File: src/rtl/audio_nios_cpu_oci_dct_packer.sv
// audio_nios_cpu_oci_dct_packer: packs 2-bit trace symbols into 30-bit frames; DCT_PACK_STATS_EN adds drop/frame counters
module audio_nios_cpu_oci_dct_packer #(
  parameter int SYM_W = 2,
  parameter int DEPTH = 15,
  parameter int CNT_W = 4
) (
  input  logic                   clk,
  input  logic                   reset,
  input  logic                   sym_valid,
  input  logic [SYM_W-1:0]       sym_data,
  input  logic                   flush,
  input  logic                   frame_ready,
  output logic                   frame_valid,
  output logic [DEPTH*SYM_W-1:0] dct_buffer,
  output logic [CNT_W-1:0]       dct_count,
`ifdef DCT_PACK_STATS_EN
  output logic [15:0]            drop_count,
  output logic [15:0]            frame_total,
`endif
  output logic                   overflow
);
  localparam int W = DEPTH*SYM_W;
  typedef enum logic [1:0] {EMPTY, FILLING, FULL_WAIT} state_t;
  state_t state, state_next;
  logic [W-1:0] acc, acc_next;
  logic [CNT_W-1:0] acc_count, cnt_next;
  logic flush_pend, accept, drop, close, slot_free, xfer;
  // next accumulator contents, frame close and transfer decision
  always_comb begin
    accept = sym_valid && state != FULL_WAIT;
    drop = sym_valid && state == FULL_WAIT;
    acc_next = accept ? {acc[W-SYM_W-1:0], sym_data} : acc;
    cnt_next = acc_count + {{(CNT_W-1){1'b0}}, accept};
    close = cnt_next != '0 && (cnt_next == CNT_W'(DEPTH) || flush || flush_pend);
    slot_free = !frame_valid || frame_ready;
    xfer = close && slot_free;
    state_next = xfer ? EMPTY : cnt_next == CNT_W'(DEPTH) ? FULL_WAIT : cnt_next != '0 ? FILLING : EMPTY;
  end
  // accumulator, output frame register and sticky overflow
  always_ff @(posedge clk) begin
    if (reset) begin
      state <= EMPTY;
      acc <= '0;
      acc_count <= '0;
      flush_pend <= 1'b0;
      frame_valid <= 1'b0;
      dct_buffer <= '0;
      dct_count <= '0;
      overflow <= 1'b0;
    end else begin
      state <= state_next;
      acc <= xfer ? '0 : acc_next;
      acc_count <= xfer ? '0 : cnt_next;
      flush_pend <= xfer ? 1'b0 : flush_pend || (flush && cnt_next != '0);
      frame_valid <= xfer || (frame_valid && !frame_ready);
      if (xfer) begin
        dct_buffer <= acc_next;
        dct_count <= cnt_next;
      end
      if (drop) overflow <= 1'b1;
    end
  end
`ifdef DCT_PACK_STATS_EN
  // saturating drop counter and wrapping transfer counter
  always_ff @(posedge clk) begin
    if (reset) begin
      drop_count <= '0;
      frame_total <= '0;
    end else begin
      if (drop && drop_count != 16'hFFFF) drop_count <= drop_count + 16'd1;
      if (xfer) frame_total <= frame_total + 16'd1;
    end
  end
`endif
endmodule

File: config.mk
export PLATFORM = sky130hd
export DESIGN_NAME = audio_nios_cpu_oci_dct_packer
export DESIGN_NICKNAME = d
export VERILOG_FILES = /design/src/rtl/audio_nios_cpu_oci_dct_packer.sv
export SDC_FILE = /design/constraint.sdc
export NUM_CORES = 1
export LEC_CHECK = 0
export ABC_AREA = 1
export CAP_MARGIN = 20
export CORE_UTILIZATION = 28
export CTS_BUF_LIST = sky130_fd_sc_hd__clkbuf_2 sky130_fd_sc_hd__clkbuf_4 sky130_fd_sc_hd__clkbuf_8
export DETAILED_ROUTE_END_ITERATION = 16
export GPL_ROUTABILITY_DRIVEN = 0
export PLACE_DENSITY = 0.48
export SLEW_MARGIN = 20
export SYNTH_ARGS = -nofsm -noshare
export SYNTH_HDL_FRONTEND = slang
export SYNTH_SLANG_ARGS = --single-unit
File: constraint.sdc
create_clock -name clk -period 7.2 [get_ports clk]
set_clock_uncertainty 0.15 [all_clocks]
set_input_delay 2.16 -clock clk [delete_from_list [all_inputs] [get_ports clk]]
set_output_delay 2.16 -clock clk [all_outputs]
set_load 0.02 [all_outputs]
== Word-level counts from Yosys, hierarchy flattened ==
Cells that the tools add are included.

* Word-level logic and storage cells: 32
* Output and inout bits: 36
* Latch bits: 0
* Register bits: 73
* Memories kept: 0
* Bits of input ports: 7
* RAM bits: 0
* ROM bits: 0

* Bitwise logic cells: 0
* Equality and inequality tests: 3
* Reductions and logical operators: 16
* Multiply operators: 0
* Add/subtract/negate cells: 1
* Shift operators: 0
* $lt $le $gt $ge: 0
* Div/mod/pow operators: 0
* Muxes and demuxes: 3

{| class="wikitable"
|+ Operator list
! cell !! count
|-
| 30-bit 2-to-1 mux || 1
|-
| 1-bit logical AND || 6
|-
| 1-bit logical OR || 5
|-
| 4-bit by 1-bit adder with 4-bit output || 1
|-
| 4-bit equality test, second input constant || 1
|-
| 4-bit nonzero test || 1
|-
| 3-bit OR reduction || 1
|-
| 2-bit equality test, second input constant || 1
|-
| 1-bit zero test || 2
|-
| 2-bit 2-to-1 mux || 1
|-
| 2-bit != test, second input constant || 1
|-
| 2-bit OR reduction || 1
|-
| 1-bit 2-to-1 mux || 1
|}

== Logic depth before layout (Yosys ltp) ==
Gate-level depths: netlist of the first run.

* Word-level depth: 9
* Depth in mapped cells: 18
* Gate-level depth less buffers: 16

== Worst setup path after synthesis of the first run ==
No wires, ideal clock.

* Kind: input to register
* Start point: in sym_valid
* End point: reg dct_buffer[23]
* Stages: 15
* Setup time: 113 ps
* Required time: 6937 ps
* Path buffers: 3
* Arrival time: 3879 ps
* Path slack: 3058 ps
* Cell sequence: nand2_1 inv_1 clkbuf_1 ha_1 ha_1 inv_1 nand2_1 nor2_2 nand2_2 nand2_2 nand2_4 buf_6 buf_8 a21oi_2 nor2_1

* Cells in the longest elaborated chain, start to end: 7
* Elaborated cells between the ends (all ways): 9
* Those cells by class: add/sub: 1; eq/ne: 1; mux: 1; reduce/logical: 6

{| class="wikitable"
|+ Ends and longest elaborated chain
! element !! line !! source
|-
| start: declaration || 9 || <nowiki>input logic sym_valid,</nowiki>
|-
| 1-bit logical AND * || 30 || <nowiki>accept = sym_valid && state != FULL_WAIT;</nowiki>
|-
| 4-bit by 1-bit adder with 4-bit output * || 33 || <nowiki>cnt_next = acc_count + {{(CNT_W-1){1'b0}}, accept};</nowiki>
|-
| named net cnt_next[1] || 26 || <nowiki>logic [CNT_W-1:0] acc_count, cnt_next;</nowiki>
|-
| 4-bit equality test || 34 || <nowiki>close = cnt_next != '0 && (cnt_next == CNT_W'(DEPTH) || flush || flush_pend);</nowiki>
|-
| 1-bit logical OR (2 in series) || 34 ||
|-
| 1-bit logical AND * || 34 ||
|-
| 1-bit logical AND * || 36 || <nowiki>xfer = close && slot_free;</nowiki>
|-
| end signal: assignment || 57 || <nowiki>dct_buffer <= acc_next;</nowiki>
|-
| end: declaration || 14 || <nowiki>output logic [DEPTH*SYM_W-1:0] dct_buffer,</nowiki>
|}

The timed path passes the listed nets; every way through them passes the cells marked *.
A chain may end at the register's enable or synchronous reset.

== Worst setup path after layout of the first run ==
* Start point: in sym_valid
* End point: reg acc[21]

* Cells in the longest elaborated chain, start to end: 8
* Elaborated cells between the ends (all ways): 10
* Those cells by class: add/sub: 1; eq/ne: 1; mux: 1; reduce/logical: 7

{| class="wikitable"
|+ Ends and longest elaborated chain
! element !! line !! source
|-
| 1-bit logical AND * || 30 ||
|-
| 4-bit by 1-bit adder with 4-bit output || 33 ||
|-
| 4-bit equality test || 34 ||
|-
| 1-bit logical OR (2 in series) || 34 ||
|-
| 1-bit logical AND || 34 ||
|-
| 1-bit logical AND || 36 ||
|-
| 2-bit OR reduction (no line) || n/a ||
|-
| end signal: assignment || 52 || <nowiki>acc <= xfer ? '0 : acc_next;</nowiki>
|-
| end: declaration || 25 || <nowiki>logic [W-1:0] acc, acc_next;</nowiki>
|}

Every way passes the cells marked *; elsewhere a longest branch is shown, timed or not.

==> impl_results.md, run 1 <==
* Status: finished clean
* Die Wd at about 100 µm
* Mapped Nets at ~400
* Clock transition at path regs at 0.07 ns
* Final Cycle Share at 70.2%
* Seq/Total Area, Yosys at 49.9%
* Sw Ratio at approximately 29%
* Nets at ~430
* Wire per inst at approximately 11 µm
* HP Class: reg2reg
* Min Hold Slack at 0.312 ns
* Fillers at ~1.1k
* H-tree Lvls at 3
* I/O pins at between 40 and 50
* Clock buffer count from CTS at 9
* Synth Register Bits at 73
* Cell Rows at 36
* Core region area at around 10000 µm²
* Crit Path Max Fanout at 70
* Final ANT Viol Nets at 0
* Cell Area, Placed at ~3400 µm²
* Reg power frac at between 40% and 50%
* Measured slew at the worst slew-check pin at around 0.77 ns
* Die ar. at roughly 11000 µm²
* Fin Setup TNS at 0 ns
* Max IR drop VDD at roughly 110 µV
* Vias in the first global route at 2460
* Power share of the combinational group at 24.0%
* DP HPWL at about 3600 µm
* Max Cap Viol at 0
* Port Buf Inserts at 42
* Post-CTS resize count at 0
* CP Capture Type: flip-flop
* Average vias per placed instance at approximately 4.3
* Leak at between 1.5 and 2 nW
* CTS tree: built
* Commonest cells after routing, fill and taps aside: dfxtp_1, nand2_1, nor2_1
* Total Wirelength at approximately 5900 µm
* Area growth from synthesis to layout at 24.2%
* Initial Utilization at 29.4%
* Clock sinks at between 70 and 80
* RSZ-0062 raised after global routing: no
* Critical Path RT at just over 7 ns
* Number of vias after detailed routing at between 2k and 2.5k
* CTS root buf: clkbuf_8
* Avg Inst Size Synth at between 7 and 8 µm²
* Residual DRC at 0
* Startpoint Class: input port
* Distinct cells, synth at 22
* Later-pin clock latency in the skew report at 0.35 ns
* Post-route cell area at 3640 µm²
* Drt first pass iters at 5
* GRT overflow at 0
* Ant. Diodes at 0
* CP arrival at between 5 and 6 ns
* Syn Inst Count at slightly below 400
* Commonest non-fill, non-tap cell in the layout: dfxtp_1
* Final hold vios at 0
* Slew Viols, Final at 0
* # hold bufs at CTS at 0
* Mapped Area at between 2000 and 3000 µm²
* Clock network fraction of design power at roughly a third
* Slew margin rel. at roughly half
* Layout cells sized above 1 at about a tenth
* Maximum clock rate at ~0.20 GHz
* Setup violators final at 0
* CTS Buffer Depth at 2
* Gr usage total at 12.2%
* Power Total at roughly 1.1 mW
* Antenna violations before repair at 0
* Die Height at about 100 µm
* First-pass GRT wire length at between 10000 and 15000 µm
* Final min period at 5.06 ns
* Pwr Density at between 300 and 400 nW/µm²
* Worst setup path class: in2reg
* Pint at approximately 0.80 mW
* Post-CTS setup buffers at 0
* Initial DRC Count at 93
* Largest net degree at the start of global routing at between 70 and 80
* Switching pwr at approximately 0.33 mW
* Syn. warnings at 0
## layer usage
metal / vias up / part of all wire, % / global-route usage [%]
met1: 1080 / 49 / 14.4
met2: 39 / 46 / 20.6
met5: - / 0 / 0
li1: 1296 / - / -
met3: 9 / 3.3 / 3.57
met4: 0 / 1.5 / 4.90
## worst paths after layout
| check | end | cells past startpoint | startpoint | slack (ns) |
|---|---|---|---|---|
| worst max register to register | acc[21] | 15 | state[0] | 4.00 |
| worst min register to register | overflow | 2 | overflow | 0.31 |
| worst min-delay path | overflow | 2 | overflow | 0.31 |
| worst max-delay path | acc[21] | 14 | sym_valid | 2.14 |
## state kept, by name, summed over array words and instances (netlist names)
name	count
frame_valid	1
flush_pend	1
acc_count	4
acc	30
state	2
dct_count	4
dct_buffer	30
overflow	1
## cell usage after synthesis
cell type   n  area [µm²]
a21oi_1    27         135
a21oi_2     9        78.8
buf_2       6        30.0
buf_4       1        7.51
buf_6       4        45.0
buf_8       1        15.0
clkbuf_1   15        56.3
clkinv_1    1        3.75
dfxtp_1    73        1460
ha_1        2        25.0
inv_1      29         109
nand2_1    71         267
nand2_2     4        25.0
nand2_4     2        22.5
nand3_1    36         180
nand3b_1    2        15.0
nand4_1     2        12.5
nor2_1     70         263
nor2_2      1        6.26
o21ai_0    29         145
o21ai_1     2        10.0
or2_2       3        18.8
## stage by stage
step,setup slack (ns),util (%),cells
after floorplan,3.06,-,390
after global placement,1.83,34.1,542
after detailed placement,1.73,34.1,542
after CTS,2.09,36.6,558
after global routing,1.82,36.6,558
final,2.14,36.6,558
## kinds of logic (layout without fill, tap and decap cells)
group	after synthesis	after routing	synth area share, %
adder cells (fa/ha/maj)	2	2	0.853
flip-flops	73	73	49.9
buffers and inverters	57	92	9.09
AO/OA/AOI/OAI	67	67	12.6
AND/OR/NAND/NOR	191	191	27.6
## power groups by stage
stage	combinational (mW)	clock (mW)	sequential, mW
3_3_place_gp	0.274	0	0.487
2_1_floorplan	0.153	0	0.524
4_1_cts	0.276	0.399	0.478
3_5_place_dp	0.275	0	0.487
6_report	0.271	0.385	0.476
5_1_grt	0.308	0.413	0.483
## layout make-up
class,instances,area (µm²),area share (%)
Clock buffer,13,179,4.91
Timing Repair Buffer,46,450,12.4
Tap cell,133,166,4.57
Multi-Input combinational cell,260,1200,33.0
Sequential cell,73,1460,40.1
Clock inverter,3,68.8,1.89
Inverter,30,113,3.09
## worst max-delay path, stage by stage
cell             delay, ns
clkdlybuf4s50_1       0.42
nand2_1               0.07
buf_4                 0.27
inv_1                 0.10
ha_1                  0.22
ha_1                  0.20
inv_1                 0.05
nand2_1               0.05
nand2_2               0.09
nand4_1               0.19
nand2_4               0.62
nand2_2               0.17
nand2_4               0.36
nor2_1                0.08
Note: power is estimated with default switching activity, not from simulation.
==> run 2, diff against run 1 <==
Clock period 7.2 ns to 4.8 ns, I/O delays scaled along.
==> impl_results.md, run 2 (same netlist as run 1, synthesis figures left out) <==
* Status: finished clean
* Worst setup path class: in2reg
* Crit Path Max Fanout at 35 (-50%)
* Nets at 431 (+0.47%)
* Final Cycle Share at between 70 and 80%
* Average vias per placed instance at 4.36 (+0.26%)
* Post-CTS resize count at 0 (unchanged)
* Final min period at ~3.7 ns
* Commonest non-fill, non-tap cell in the layout: dfxtp_1
* Largest net degree at the start of global routing at 43 (-39%)
* Worst setup slack after layout at 1.14 ns (-1.01 ns)
* Pwr Density at 432 nW/µm² (+39%)
* Place WS at 0.741 ns (-0.992 ns)
* Drt first pass iters at 4 (-1)
* Wire per inst at 11.1 µm (+4.6%)
* Post-CTS setup buffers at 0 (unchanged)
* GRT overflow at 0 (unchanged)
* Ant. Diodes at 0 (unchanged)
* Core region area at 9950 µm² (unchanged)
* Max IR drop VDD at 165 µV (+48%)
* Number of vias after detailed routing at 2439 (+0.62%)
* Final hold vios at 0 (unchanged)
* CTS tree: built
* CP Capture Type: flip-flop
* Maximum clock rate at about 0.27 GHz
* DP HPWL at 3840 µm (+7.5%)
* Slew margin rel. at 49.3% (+0.82 points)
* Sequential Area at 1460 µm² (unchanged)
* Initial DRC Count at 48 (-48%)
* Leak at 1.52 nW (-1.2%)
* H-tree Lvls at 3 (unchanged)
* Gr usage total at 12.8% (+0.55 points)
* Die Height at 104 µm (unchanged)
* HP Class: reg2reg
* Clock buffer count from CTS at 9 (unchanged)
* Later-pin clock latency in the skew report at 0.34 ns (about the same)
* Clock transition at path regs at 0.07 ns (about the same)
* RSZ-0062 raised after global routing: no
* Top flop regs: acc x30, dct_buffer x30
* Measured slew at the worst slew-check pin at 0.759 ns (-0.0131 ns)
* Setup violators final at 0 (unchanged)
* Antenna violations before repair at 0 (unchanged)
* Clock sinks at 73 (unchanged)
* Die Wd at 104 µm (unchanged)
* CP arrival at 3.73 ns (-1.39 ns)
* # hold bufs at CTS at 0 (unchanged)
* Residual DRC at 0 (unchanged)
* CP Launch Point: sym_valid
* Worst reg2reg startpoint: state[0]
* CTS root buf: clkbuf_8
* Commonest cells after routing, fill and taps aside: dfxtp_1, nand2_1, nor2_1
* Area of the multi-input gates at 1200 µm² (unchanged)
* Fillers at 1098 (+3.1%)
* Power Total at 1.55 mW (+37%)
* Startpoint Class: input port
* Die ar. at 10900 µm² (unchanged)
* Final ANT Viol Nets at 0 (unchanged)
* Max Cap Viol at 0 (unchanged)
* Slew Viols, Final at 0 (unchanged)
* Vias in the first global route at 2472 (+0.49%)
* Initial Utilization at 29.4% (unchanged)
* CTS Buffer Depth at 2 (unchanged)
* Hold wc startpoint: overflow
* Cell Rows at 36 (unchanged)
* Layout cells sized above 1 at 9.84% (+0.42 points)
* Port Buf Inserts at 42 (unchanged)
* Fin Setup TNS at 0 ns (unchanged)
* First-pass GRT wire length at 11200 µm (+3.2%)
* Total Wirelength at 6190 µm (+4.9%)
* Critical Path RT at 4.86 ns (-2.41 ns)
* Area growth from synthesis to layout at 22.4%
* I/O pins at 43 (unchanged)
-- run 2: critical path: stages --
cell             delay (ns)
clkdlybuf4s50_1        0.42
nand2_1                0.09
inv_1                  0.05
ha_1                   0.21
ha_1                   0.21
inv_1                  0.05
nand2_1                0.05
nand2_2                0.09
nand4_1                0.19
nand2_4                0.35
nand2_2                0.14
nand2_4                0.33
nor2_1                 0.08
-- run 2: per-stage QoR --
stage	area [µm²]	cells	util (%)	hold WS [ns]
finish	3590	560	36.0	0.300
global route	3590	560	36.0	0.329
CTS	3590	560	36.0	0.305
detailed placement	3420	544	34.4	0.294
global placement	3420	544	34.4	0.286
floorplan	2930	390	-	0.293
-- run 2: path summary, 6_finish.rpt --
check / to / slack, ns / depth (start not counted)
min: overflow / 0.30 / 2
max: acc[27] / 1.14 / 13
max reg2reg: acc[27] / 2.29 / 14
min reg2reg: overflow / 0.30 / 2
-- run 2: area by class of cell --
cell class	count	share of cell area [%]
clock buffer	12	4.08
clock inverter	4	0.558
inverter	30	3.14
multi-input combinational	260	33.5
sequential	73	40.7
tap	133	4.64
timing repair buffer	48	13.3
-- run 2: routing by layer --
layer | vias up | GRT usage (%) | part of all wire, %
met4 | 0 | 5.20 | 2.1
met1 | 1095 | 14.7 | 48
li1 | 1297 | - | -
met2 | 36 | 21.6 | 47
met5 | - | 0 | 0
met3 | 11 | 4.14 | 2.9
-- run 2: report_power, final --
part	switching, mW	internal [mW]	leakage, nW	total [mW]
sequential	0.0351	0.680	0.600	0.715
clock	0.215	0.202	0.0942	0.417
combinational	0.241	0.176	0.830	0.417
total	0.492	1.06	1.52	1.55
